## src/rtl/bcd_seq_conv_pkg.sv

```systemverilog
// Shared display-path definitions: converter state encoding, BCD nibble width,
// and the decimal-digit sizing check used when the converter is elaborated.
package bcd_seq_conv_pkg;

    localparam int BCD_W = 4;

    typedef enum logic [1:0] {
        IDLE  = 2'd0,
        SHIFT = 2'd1,
        DONE  = 2'd2
    } state_t;

    // Decimal digits needed to show 2^width-1; DIGITS must be at least this.
    function automatic int unsigned bcd_digits_needed(input int unsigned width);
        logic [127:0] v;
        int unsigned  n;
        v = (128'd1 << width) - 128'd1;
        n = 0;
        do begin
            v = v / 128'd10;
            n++;
        end while (v != 128'd0);
        return n;
    endfunction

endpackage

```

## src/rtl/bcd_seq_conv_if.sv

```systemverilog
// Start/busy/done handshake and data bus between the datapath and the BCD converter.
// The converter has no backpressure: start while busy is simply ignored.
interface bcd_seq_conv_if #(
    parameter int WIDTH  = 16,
    parameter int DIGITS = 5
);
    logic                  start;
    logic [WIDTH-1:0]      bin;
    logic                  busy;
    logic                  done;
    logic [4*DIGITS-1:0]   bcd;

    modport master (output start, output bin, input busy, input done, input bcd);
    modport slave  (input start, input bin, output busy, output done, output bcd);
endinterface

```

## src/rtl/bcd_seq_conv_add3.sv

```systemverilog
// Double-dabble digit correction: a nibble of 5 or more gets +3 before the shift.
// Purely combinational, zero latency.
module bcd_add3
    import bcd_seq_conv_pkg::*;
(
    input  logic [BCD_W-1:0] digit_i,
    output logic [BCD_W-1:0] digit_o
);
    assign digit_o = (digit_i >= 4'd5) ? digit_i + 4'd3 : digit_i;
endmodule

```

## src/rtl/bcd_seq_conv.sv

```systemverilog
// Sequential shift-and-add-3 binary-to-BCD converter; result valid WIDTH+1 cycles after start.
// start is ignored while busy; bcd holds the last result until the next conversion completes.
module bcd_seq_conv
    import bcd_seq_conv_pkg::*;
#(
    parameter int WIDTH  = 16,
    parameter int DIGITS = 5
) (
    input  logic          clk,
    input  logic          rst,
    bcd_seq_conv_if.slave io
);
    localparam int BW    = BCD_W * DIGITS;
    localparam int CNT_W = $clog2(WIDTH + 1);

    generate
        if (DIGITS < int'(bcd_digits_needed(WIDTH))) begin : g_digits_check
            $error("bcd_seq_conv: DIGITS too small to hold 2^WIDTH-1");
        end
    endgenerate

    state_t           state_q, state_d;
    logic [WIDTH-1:0] sh_q, sh_d;
    logic [BW-1:0]    scr_q, scr_d, scr_fix;
    logic [BW-1:0]    bcd_q, bcd_d;
    logic [CNT_W-1:0] cnt_q, cnt_d;
    logic             done_q, done_d;

    generate
        for (genvar g = 0; g < DIGITS; g++) begin : g_add3
            bcd_add3 u_add3 (
                .digit_i (scr_q[g*BCD_W +: BCD_W]),
                .digit_o (scr_fix[g*BCD_W +: BCD_W])
            );
        end
    endgenerate

    always_comb begin
        state_d = state_q;
        sh_d    = sh_q;
        scr_d   = scr_q;
        cnt_d   = cnt_q;
        bcd_d   = bcd_q;
        done_d  = 1'b0;
        case (state_q)
            IDLE: begin
                if (io.start) begin
                    sh_d    = io.bin;
                    scr_d   = '0;
                    cnt_d   = CNT_W'(WIDTH);
                    state_d = SHIFT;
                end
            end
            SHIFT: begin
                // Corrected digits and the binary remainder shift as one word.
                {scr_d, sh_d} = {scr_fix, sh_q} << 1;
                cnt_d         = cnt_q - CNT_W'(1);
                if (cnt_q == CNT_W'(1)) begin
                    state_d = DONE;
                end
            end
            DONE: begin
                bcd_d   = scr_q;
                done_d  = 1'b1;
                state_d = IDLE;
            end
            default: state_d = IDLE;
        endcase
    end

    always_ff @(posedge clk or negedge rst) begin
        if (!rst) begin
            state_q <= IDLE;
            sh_q    <= '0;
            scr_q   <= '0;
            cnt_q   <= '0;
            bcd_q   <= '0;
            done_q  <= 1'b0;
        end else begin
            state_q <= state_d;
            sh_q    <= sh_d;
            scr_q   <= scr_d;
            cnt_q   <= cnt_d;
            bcd_q   <= bcd_d;
            done_q  <= done_d;
        end
    end

    assign io.busy = (state_q != IDLE);
    assign io.done = done_q;
    assign io.bcd  = bcd_q;
endmodule

```

## src/flat_wrapper.sv

```systemverilog
// flat-port wrapper written by rule: the top's interface ports become plain ports
module bcd_seq_conv_flat import bcd_seq_conv_pkg::*;
#(
    parameter int WIDTH  = 16,
    parameter int DIGITS = 5
)
  (clk, rst, io_start, io_bin, io_busy, io_done, io_bcd);
  bcd_seq_conv_if #(.WIDTH(WIDTH), .DIGITS(DIGITS)) io_i ();
  input  logic clk;
  input  logic rst;
  input wire logic [$bits(io_i.start)-1:0] io_start;
  input wire logic [$bits(io_i.bin)-1:0] io_bin;
  output wire logic [$bits(io_i.busy)-1:0] io_busy;
  output wire logic [$bits(io_i.done)-1:0] io_done;
  output wire logic [$bits(io_i.bcd)-1:0] io_bcd;
  assign io_i.start = io_start;
  assign io_i.bin = io_bin;
  assign io_busy = io_i.busy;
  assign io_done = io_i.done;
  assign io_bcd = io_i.bcd;
  bcd_seq_conv #(.WIDTH(WIDTH), .DIGITS(DIGITS)) u_core (.clk(clk), .rst(rst), .io(io_i));
endmodule
```

## config.mk

```make
export PLATFORM = sky130hd
export DESIGN_NAME = bcd_seq_conv_flat
export DESIGN_NICKNAME = d
export VERILOG_FILES = /design/src/rtl/bcd_seq_conv_pkg.sv /design/src/rtl/bcd_seq_conv_if.sv /design/src/rtl/bcd_seq_conv_add3.sv /design/src/rtl/bcd_seq_conv.sv /design/src/flat_wrapper.sv
export SDC_FILE = /design/constraint.sdc
export NUM_CORES = 1
export LEC_CHECK = 0
export CORE_ASPECT_RATIO = 2
export CORE_MARGIN = 1.5
export CORE_UTILIZATION = 50
export CTS_BUF_LIST = sky130_fd_sc_hd__clkbuf_16
export DETAILED_ROUTE_END_ITERATION = 7
export HOLD_SLACK_MARGIN = 0.02
export PLACE_DENSITY_LB_ADDON = 0.2
export SLEW_MARGIN = 15
export SYNTH_ARGS = -nofsm -noshare
export SYNTH_HDL_FRONTEND = slang
export SYNTH_SLANG_ARGS = --single-unit
```

## constraint.sdc

```tcl
create_clock -name clk -period 1.26 [get_ports clk]
set_clock_uncertainty 0.05 [all_clocks]
set_input_delay 0.252 -clock clk [delete_from_list [all_inputs] [get_ports clk]]
set_output_delay 0.252 -clock clk [all_outputs]
set_load 0.01 [all_outputs]
```

# Word-level counts from Yosys, hierarchy flattened
# Cells that the tools add are included.
[totals]
ram_bits = 0
inputBits = 19
rom_bits = 0
memories = 0
latchBits = 0
reg_bits = 64
wordCells = 42
output_inout_bits = 22
[op_classes]
n_div = 0
n_shift = 0
n_lt_le_gt_ge = 5
muxes = 15
multipliers = 0
bitwise = 0
n_reduce_logical = 5
eq_ne = 5
add_sub_neg = 6
[op_table]
columns = ["operator", "count"]
rows = [
  ["$pmux W20 S2", 1],
  ["$pmux W16 S2", 1],
  ["$ge A4 B3 Y1 const B", 5],
  ["$mux W20", 1],
  ["$add A4 B2 Y4 const B", 4],
  ["$mux W16", 1],
  ["$mux W4", 4],
  ["$pmux W5 S2", 1],
  ["$eq A5 B1 Y1 const B", 1],
  ["$mux W5", 1],
  ["$sub A5 B1 Y5 const B", 1],
  ["$mux W2", 2],
  ["$pmux W2 S2", 1],
  ["$reduce_and A2 Y1", 2],
  ["$reduce_bool A2 Y1", 2],
  ["$add A3 B2 Y3 const B", 1],
  ["$mux W3", 1],
  ["$eq A2 B1 Y1 const B", 1],
  ["$eq A2 B2 Y1 const B", 1],
  ["$logic_not A2 Y1", 1],
  ["$ne A2 B1 Y1 const B", 1],
  ["$ne A2 B2 Y1 const B", 1],
  ["$mux W1", 1],
]

# Longest topological paths before layout
# Gate-level depths: netlist (run 1).
[logic_depth]
word_depth = 3
mapped_depth = 6
depth_no_buf = 5

# By module
# A second synthesis (run 1) with hierarchy kept.
[unflattened]
hier_cells = 287
hier_area_um2 = 3140.5
[modules_own_cells]
columns = ["module", "instances", "area_per_inst_um2", "seq_area_each_um2", "cells_per_inst"]
rows = [
  ["bcd_seq_conv", 1, 2633.8, 1601.5, 207],
  ["bcd_add3", 5, 101.3, 0.0, 16],
]

# Worst setup path after synthesis (run 1)
# Ideal clock, no wire load.
[synth_timing]
path_type = "register to register"
from = "reg u_core.cnt_q[1]"
to = "reg u_core.state_q[0]"
arrival_time_ps = 1198
path_stages_with_launch = 6
period_less_slack_ps = 1367
slack_ps = -107
required_time_ps = 1091
path_cell_list = "dfrtp_1 -> inv_1 -> ha_1 -> nand2_1 -> or4_1 -> and2_1"
[synth_via]
elab_chain_len = 3
[synth_lines]
columns = ["item", "line_no", "source"]
rows = [
  ["start: declaration", "bcd_seq_conv.sv:26", "logic [CNT_W-1:0] cnt_q, cnt_d;"],
  ["start signal: assignment", "bcd_seq_conv.sv:83", "cnt_q <= cnt_d;"],
  ["$eq A5 B1 Y1", "bcd_seq_conv.sv:58", "if (cnt_q == CNT_W'(1)) begin"],
  ["$ne A2 B1 Y1 (no line)", "n/a", ""],
  ["$reduce_and A2 Y1 (no line)", "n/a", ""],
  ["end signal: assignment", "bcd_seq_conv.sv:80", "state_q <= state_d;"],
  ["end: declaration", "bcd_seq_conv.sv:22", "state_t state_q, state_d;"],
]
# Every way passes these cells.
# A chain may end at the register's enable or synchronous reset.

# Worst setup path in the final report (run 1)
[layout_timing]
from = "reg u_core.state_q[0]"
to = "reg u_core.scr_q[2]"
[layout_via]
elab_chain_len = 3
elab_cells_between_ends = 6
cone_classes = "eq/ne (2); mux (1); reduce/logical (3)"
[layout_lines]
columns = ["item", "line_no", "source"]
rows = [
  ["$eq A2 B1 Y1 or $logic_not A2 Y1 (tied branches)", "bcd_seq_conv.sv:45", "case (state_q)"],
  ["$reduce_bool A2 Y1 (no line) or $ne A2 B2 Y1 (tied branches)", "n/a", ""],
  ["$reduce_and A2 Y1 (no line)", "n/a", ""],
  ["end signal: assignment", "bcd_seq_conv.sv:82", "scr_q <= scr_d;"],
  ["end: declaration", "bcd_seq_conv.sv:24", "logic [BW-1:0] scr_q, scr_d, scr_fix;"],
]
# Several ways; a longest one is shown, not always the timed one.

==> run_results.csv, run 1 <==
group,metric,value,unit
synthesis,synth-simple-area-share,10.4,%
power,p_leak,2.37,nW
critical_path,cp.arrival,1.70,ns
grt,first_global_vias,3009,
synthesis,synthAdderAreaFrac,4.54,%
sta,period_minus_slack,1.53,ns
detailed_routing,antenna_left,0,
layout,drive_gt1_share,57.2,%
synthesis,synth-edff-count,0,
sta,rsz0062_at_grt,"true",
sta,fmax,0.655,GHz
run_status,outcome,"complete, but fails checks",
die,core_area,0.00636,mm²
power,p_total,13.3,mW
synthesis,yosys-mux-area-fraction,0.606,%
critical_path,r2r_slack,-0.27,ns
synthesis,synth_top_family_by_area,"compound AO/OA/AOI/OAI gates",
synthesis,ys_top_cells_by_area,"dfrtp_1 (48%), ha_1 (4.5%), o21ai_1 (4.5%)",
synthesis,async_flop_share,100,%
sta,fin_tns_setup,-11.21,ns
critical_path,required,1.43,ns
sta,worst_slack,-0.266,ns
detailed_routing,wl_met2,6.08,mm
clocking,cts_num_sinks,64,
synthesis,synthXorXnorAreaFrac,1.06,%
power,power.density,2500,mW/mm²
layout,fin_util,83.8,%
synthesis,yosysWarnings,0,
sta,tightest_slew,0.333,ns
layout,area_growth,61.2,%
critical_path,slowest_stage,"dfrtp_1",
grt,grt_usage,25.8,%
synthesis,synthTopCellsByCount,"dfrtp_1 (64), nand2_1 (35), o21ai_1 (30), inv_1 (24), nor2b_1 (22)",
die,die_w,60.5,µm
grt,grt_antenna_before_repair,0,
critical_path,end_kind,"flip-flop",
detailed_routing,wl_met3,399,µm
place,place_area,0.00432,mm²
die,initial_core_util,51.9,%
critical_path,path_max_fanout,14,
detailed_routing,via_count,3031,
sta,hold_viol,0,
grt,grt.overflow.total,0,
detailed_routing,dr.pass1.iters,4,
job,maxCapViolCount,0,
place,hpwl,5.29,mm
sta,relSlewSlack,77.6,%
clocking,numCtsBuffers,9,
critical_path,reg2reg_from,"u_core.state_q[0]",
place,gp_congestion,0.810,
die,dieArea,0.00714,mm²
grt,grt_pass1_wl,14.0,mm
detailed_routing,met1_length,3.71,mm
detailed_routing,first_iter_violations,159,
detailed_routing,routed.top_layer,"met4",
synthesis,synth_top_area_cell,"dfrtp_1",
synthesis,synth_compound_area_share,27.7,%
clocking,ctsRootBufferMaster,"clkbuf_16",
layout,n_fill_cell,349,
detailed_routing,viasPerCell,5.80,
layout,diodes,0,
critical_path,r2r_cells,6,
synthesis,avgSynthCellArea,10.6,µm²
critical_path,crit_top_cell,"buf_6",
run_status,violations,"setup timing",
grt,grt_max_degree,42,
synthesis,synth.net_count,343,
clocking,h-tree-depth,3,
die,die_h,118,µm
synthesis,synth_seq_cells,64,
die,ios,41,
clocking,clk_path_buf_depth,2,
sta,timing.final.crit_share,121,%
critical_path,worstPathCellList,"buf_6 > buf_6 > nor2b_4 > buf_6 > o2111ai_1 > o311ai_1",
synthesis,synthMostInstantiatedCell,"dfrtp_1",
die,num_rows,41,
synthesis,synth_ff_type,"dfrtp_1",
sta,setup_violations,65,
detailed_routing,drc,0,
synthesis,synth_cells,312,
detailed_routing,routed_wl,10.6,mm
layout,finalInstanceArea,0.00533,mm²
critical_path,reg2reg_to,"u_core.scr_q[2]",
place,portBuffers,40,
hold_path,holdCritPathClass,"in2async",
synthesis,ys_types,37,
clocking,cts_tree,"done",
clocking,clkTransAtPathRegs,0.05,ns
power,peakVddDrop,0.00194,V
layout,nets,463,
critical_path,start_kind,"flip-flop",
synthesis,syn_area,0.00330,mm²
critical_path,max_stage_delay,0.42,ns
synthesis,synth_seq_area_share,48.5,%
detailed_routing,wl_per_cell,20.2,µm
sta,finalMaxSlewViolations,0,
clocking,worst_skew_pair.late_latency,0.33,ns
synthesis,synth_top_area_share,48.5,%
critical_path,crit_type,"reg2reg",
metrics by stage:
| step | setup WS [ns] | hold WS (ns) | std cells |
|---|---|---|---|
| detailed placement | -0.359 | 0.0845 | 482 |
| global route | -0.294 | 0.321 | 523 |
| finish | -0.266 | 0.268 | 523 |
| floorplan | -0.0815 | -0.0936 | 312 |
| CTS | -0.173 | 0.271 | 506 |
| global placement | -0.301 | 0.0867 | 482 |
layer usage:
layer | global-route usage (%) | vias to the layer above
li1 | - | 1373
met1 | 28.5 | 1533
met2 | 44.8 | 98
met3 | 4.73 | 27
met4 | 13.2 | 0
met5 | 0 | -
sequential cells by signal, indices dropped and copies added, names as in the netlist:
register        flops
u_core.scr_q       20
u_core.io.done      1
u_core.io.bcd      20
u_core.cnt_q        5
u_core.state_q      2
u_core.sh_q        16
cells by family (layout without fill, tap and decap cells):
kind of cell	after synthesis	in the layout
muxes	2	2
xor gates and xnor gates	4	4
DFF	64	64
buffers and inverters	44	169
adders and majority gates	12	12
AOI/OAI and AO/OA	118	118
and+or+nand+nor	68	68
worst max path at each step:
stage,startpoint,cells after the start,slack [ns],endpoint
CTS,u_core.state_q[0],6,-0.17,u_core.scr_q[5]
global route,u_core.state_q[1],5,-0.29,u_core.scr_q[11]
detailed placement,io_start,5,-0.36,u_core.sh_q[0]
finish,u_core.state_q[0],6,-0.27,u_core.scr_q[2]
global placement,io_start,5,-0.30,u_core.scr_q[11]
floorplan,u_core.cnt_q[1],5,-0.08,u_core.state_q[0]
repair_timing:
item / CTS / global route
endpoints found under the hold margin: 30 / 0
pin swaps: 8 / 39
cloned: 1 / 8
gates resized for setup: 85 / 129
setup buffers: 6 / 9
hold buffers: 1 / 0
endpoints found under the setup margin: 74 / 81
critical path: cells and delay by family (launching register included):
family | cells | cell delay [ns]
AND/OR/NAND/NOR | 1 | 0.22
flip-flops | 1 | 0.42
AO/OA/AOI/OAI | 2 | 0.27
buffers and inverters | 3 | 0.46
where the power goes:
| part | leakage (nW) | switching, mW | total [mW] | internal (mW) |
|---|---|---|---|---|
| logic | 1.40 | 3.64 | 7.62 | 3.98 |
| clock network | 0.133 | 0.880 | 2.17 | 1.29 |
| registers | 0.838 | 0.731 | 3.55 | 2.82 |
layout by cell type, fill, tap and decap left out, types with 5 or more instances in the layout:
master / netlist / final
a22oi_1: 15 / 11
buf_6: 5 / 17
o221ai_2: 5 / 5
nand2_1: 35 / 11
clkbuf_16: 0 / 14
inv_2: 0 / 13
clkdlybuf4s50_1: 0 / 17
clkbuf_2: 1 / 19
nor2b_1: 22 / 15
a21oi_2: 10 / 13
buf_4: 4 / 55
buf_12: 0 / 6
nand2_2: 0 / 11
nor2b_4: 0 / 6
ha_4: 0 / 7
inv_1: 24 / 12
o21ai_2: 0 / 15
nand2_4: 0 / 13
buf_8: 1 / 5
dfrtp_1: 64 / 61
o21ai_1: 30 / 26
layout make-up:
class | count | area, µm² | area share [%]
clock buffers | 9 | 225 | 4.23
clock inverters | 7 | 30.0 | 0.564
inverters | 24 | 90.1 | 1.69
multi-input cells | 204 | 2040 | 38.3
flip-flops and latches | 64 | 1610 | 30.1
well taps | 86 | 108 | 2.02
repair buffers | 129 | 1230 | 23.1
Power figures use the tool's default switching activity.
==> run 2: changes to the inputs <==
Settings changed: CTS_CLUSTER_DIAMETER set to 50, SKIP_CTS_REPAIR_TIMING set to 1.
==> run_results.csv, run 2 (synthesis results as in run 1) <==
group,metric,value,unit
clocking,worst_skew_pair.late_latency,0.33,ns
detailed_routing,routed_wl,10.3,mm
die,initial_core_util,51.9,%
sta,rsz0062_at_grt,"true",
power,peakVddDrop,0.00143,V
layout,layoutNonFillerInstCount,521,
clocking,cts_num_sinks,64,
die,ios,41,
power,p_leak,2.68,nW
sta,setup_violations,64,
clocking,clkTransAtPathRegs,0.05,ns
critical_path,reg2reg_to,"u_core.scr_q[5]",
run_status,violations,"setup timing",
die,dieArea,0.00714,mm²
critical_path,path_max_fanout,10,
critical_path,crit_type,"reg2reg",
sta,finalMaxSlewViolations,0,
sta,relSlewSlack,73.5,%
die,die_h,118,µm
sta,worst_slack,-0.244,ns
grt,grt_usage,23.8,%
grt,first_global_vias,2929,
grt,grt.overflow.total,0,
sta,hold_viol,0,
sta,tightest_slew,0.393,ns
detailed_routing,viasPerCell,5.81,
critical_path,r2r_cells,6,
layout,layout_common_cells,"dfrtp_1 (63), buf_4 (57), o21ai_1 (31), nand2_1 (23), dlymetal6s2s_1 (21)",
clocking,numCtsBuffers,9,
detailed_routing,via_count,3027,
grt,grt_max_degree,42,
critical_path,crit_top_cell,"buf_6",
critical_path,slowest_stage,"dfrtp_1",
critical_path,crit_buf_inv,3,
clocking,ctsRootBufferMaster,"clkbuf_16",
clocking,clk_path_buf_depth,2,
place,hpwl,5.29,mm
critical_path,reg2reg_from,"u_core.state_q[1]",
layout,drive_gt1_share,46.0,%
clocking,h-tree-depth,3,
sta,whs,0.267,ns
layout,nets,461,
critical_path,cp_num_cells,6,
hold_path,holdCritPathClass,"in2async",
detailed_routing,dr.pass1.iters,4,
sta,fmax,0.665,GHz
detailed_routing,drc,0,
detailed_routing,antenna_left,0,
job,maxCapViolCount,0,
critical_path,required,1.45,ns
layout,area_growth,58.9,%
sta,timing.final.crit_share,119,%
critical_path,cp_top_family,"buffers and inverters",
clocking,cts_tree,"done",
critical_path,cp.arrival,1.70,ns
place,portBuffers,40,
place,dpl.cell_count,482,
detailed_routing,wl_per_cell,19.8,µm
die,num_rows,41,
sta,period_minus_slack,1.50,ns
die,die_w,60.5,µm
grt,grt_pass1_wl,12.9,mm
place,gp_congestion,0.810,
die,core_area,0.00636,mm²
power,power.density,2490,mW/mm²
critical_path,max_stage_delay,0.43,ns
critical_path,start_kind,"flip-flop",
layout,diodes,0,
critical_path,r2r_slack,-0.24,ns
layout,n_fill_cell,354,
grt,grt_antenna_before_repair,0,
critical_path,end_kind,"flip-flop",
run_status,outcome,"complete, but fails checks",
detailed_routing,first_iter_violations,166,
critical_path,worstPathCellList,"buf_6 > buf_6 > nor2b_4 > buf_4 > o2111ai_1 > o221ai_2",
layout,layout_commonest_cell,"dfrtp_1",
==> run 2: through the flow <==
stage               total power [mW]  instance area (µm²)  util (%)  setup slack [ns]  setup TNS (ns)
floorplan                       6.85                 3410         -           -0.0815          -0.287
global placement                8.91                 4320      67.9            -0.301          -10.36
detailed placement              9.10                 4320      67.9            -0.359          -11.00
CTS                             11.3                 4570      71.9            -0.532          -11.50
global route                    13.8                 5250      82.5            -0.286          -10.72
finish                          13.0                 5250      82.5            -0.244           -8.62
==> run 2: worst max-delay path by stage <==
stage	start	end	slack (ns)
CTS	u_core.state_q[0]	io_busy	-0.53
detailed placement	io_start	u_core.sh_q[0]	-0.36
global placement	io_start	u_core.scr_q[11]	-0.30
finish	u_core.state_q[1]	u_core.scr_q[5]	-0.24
floorplan	u_core.cnt_q[1]	u_core.state_q[0]	-0.08
global route	u_core.state_q[0]	u_core.scr_q[10]	-0.29
==> run 2: final cells by class <==
type | count | area [µm²] | area share (%)
Clock buffer | 9 | 225 | 4.29
Clock inverter | 7 | 30.0 | 0.572
Inverter | 24 | 90.1 | 1.72
Multi-Input combinational cell | 204 | 1850 | 35.2
Sequential cell | 64 | 1600 | 30.5
Tap cell | 86 | 108 | 2.05
Timing Repair Buffer | 127 | 1350 | 25.6
==> run 2: metal layers <==
metal | track usage [%] | routed length (µm) | share of wire [%]
met5 | 0 | 0 | 0
met4 | 12.8 | 438 | 4.2
met3 | 4.73 | 377 | 3.7
met2 | 40.8 | 5960 | 58
met1 | 26.3 | 3540 | 34
==> run 2: where the power goes <==
| group | switching [mW] | total, mW | internal (mW) |
|---|---|---|---|
| combinational | 3.48 | 7.40 | 3.92 |
| clock | 0.864 | 2.15 | 1.29 |
| sequential | 0.673 | 3.49 | 2.82 |
| total | 5.02 | 13.0 | 8.03 |
==> run 3: changes to the inputs <==
Clock period 1.26 ns to 1.65 ns, I/O delays scaled along.
==> run_results.csv, run 3 (synthesis results as in run 1) <==
group,metric,value,unit
run_status,outcome,"completed",
layout,area_growth,25.5,%
detailed_routing,dr.pass1.iters,4,
critical_path,slowest_stage,"clkdlybuf4s50_1",
sta,hold_viol,0,
critical_path,critPathLaunch,"u_core.io.bcd[13]",
critical_path,path_max_fanout,2,
power,p_leak,1.79,nW
detailed_routing,routed_wl,6.63,mm
grt,grt_pass1_wl,11.5,mm
clocking,clk_path_buf_depth,2,
clocking,numCtsBuffers,9,
layout,n_fill_cell,561,
power,peakVddDrop,0.000926,V
sta,fin_tns_setup,0,ns
hold_path,holdCritPathClass,"reg2reg",
job,maxCapViolCount,0,
critical_path,crit_type,"reg2out",
grt,grt_antenna_before_repair,0,
critical_path,reg2reg_from,"u_core.scr_q[0]",
die,initial_core_util,51.9,%
sta,tightest_slew,0.342,ns
clocking,clkTransAtPathRegs,0.05,ns
sta,relSlewSlack,77.2,%
die,die_w,60.5,µm
grt,grt_max_degree,65,
grt,first_global_vias,2557,
die,ios,41,
clocking,cts_num_sinks,64,
layout,diodes,0,
critical_path,worstPathCellList,"clkdlybuf4s50_1",
critical_path,cp_top_family,"buffers and inverters",
critical_path,reg2reg_to,"u_core.scr_q[2]",
critical_path,crit_end,"io_bcd[13]",
grt,grt.overflow.total,0,
sta,period_minus_slack,1.60,ns
clocking,ctsRootBufferMaster,"clkbuf_16",
place,portBuffers,40,
place,gp_congestion,0.763,
sta,finalMaxSlewViolations,0,
sta,timing.final.crit_share,97.2,%
critical_path,crit_buf_inv,1,
sta,worst_slack,0.0455,ns
grt,grt_usage,21.1,%
sta,rsz0062_at_grt,"false",
critical_path,required,1.27,ns
layout,fin_util,65.2,%
critical_path,cp_num_cells,1,
critical_path,r2r_cells,5,
detailed_routing,via_count,2488,
critical_path,start_kind,"flip-flop",
sta,setup_violations,0,
detailed_routing,drc,0,
detailed_routing,viasPerCell,5.49,
layout,layout_commonest_cell,"dfrtp_1",
detailed_routing,wl_per_cell,14.6,µm
place,place_area,0.00389,mm²
power,power.density,1830,mW/mm²
place,dpl.cell_count,438,
critical_path,max_stage_delay,0.54,ns
critical_path,cp.arrival,1.22,ns
layout,layoutNonFillerInstCount,453,
layout,drive_gt1_share,16.3,%
clocking,cts_tree,"done",
clocking,worst_skew_pair.late_latency,0.32,ns
detailed_routing,antenna_left,0,
place,hpwl,4.61,mm
layout,finalInstanceArea,0.00415,mm²
critical_path,end_kind,"output pin",
detailed_routing,first_iter_violations,65,
layout,layout_common_cells,"dfrtp_1 (64), clkdlybuf4s50_1 (38), nand2_1 (35), o21ai_1 (30), inv_1 (27)",
layout,nets,395,
place,dp_slack,-0.0437,ns
die,num_rows,41,
die,dieArea,0.00714,mm²
die,die_h,118,µm
sta,fmax,0.623,GHz
die,core_area,0.00636,mm²
clocking,h-tree-depth,3,
critical_path,r2r_slack,0.12,ns
run 3: cell types whose count changed in the layout (fill, tap and decap cells not counted), moves of 12 or more:
cell | before | now
buf_4 | 57 | 14
clkdlybuf4s50_1 | 17 | 38
dlymetal6s2s_1 | 21 | 1
buf_6 | 16 | 0
inv_1 | 14 | 27
nand2_1 | 23 | 35
run 3: worst min-delay path by stage:
stage               slack, ns  depth (start not counted)             start          endpoint
CTS                     -0.02                          2               rst   u_core.cnt_q[1]
detailed placement       0.33                          2               rst  u_core.io.bcd[2]
floorplan               -0.02                          0               rst   u_core.cnt_q[0]
finish                   0.43                          2  u_core.io.bcd[5]  u_core.io.bcd[5]
global placement         0.32                          2               rst  u_core.io.bcd[2]
global route             0.45                          2  u_core.io.bcd[0]  u_core.io.bcd[0]
run 3: metrics by stage:
| stage | power (mW) | hold slack [ns] |
|---|---|---|
| finish | 7.61 | 0.426 |
| global route | 8.18 | 0.452 |
| CTS | 7.70 | -0.0235 |
| detailed placement | 6.07 | 0.326 |
| global placement | 5.97 | 0.319 |
| floorplan | 4.99 | -0.0156 |
run 3: metal layers:
layer	global-route usage (%)	up-vias	share of wire, %
met1	23.3	1210	39
met5	0	-	0
li1	-	1220	-
met3	5.05	9	3.0
met2	36.9	49	57
met4	8.70	0	1.6
run 3: power by group:
part           leakage [nW]  internal [mW]  switching (mW)
sequential            0.842           2.15           0.421
combinational         0.815           1.69            1.77
clock                 0.132          0.971           0.609
total                  1.79           4.81            2.80
run 3: layout make-up:
cell class | count | area [µm²] | area share (%)
tap | 86 | 108 | 2.59
sequential | 64 | 1600 | 38.6
clock buffer | 9 | 225 | 5.43
multi-input combinational | 204 | 1470 | 35.4
clock inverter | 5 | 20.0 | 0.483
inverter | 24 | 90.1 | 2.17
timing repair buffer | 61 | 633 | 15.3
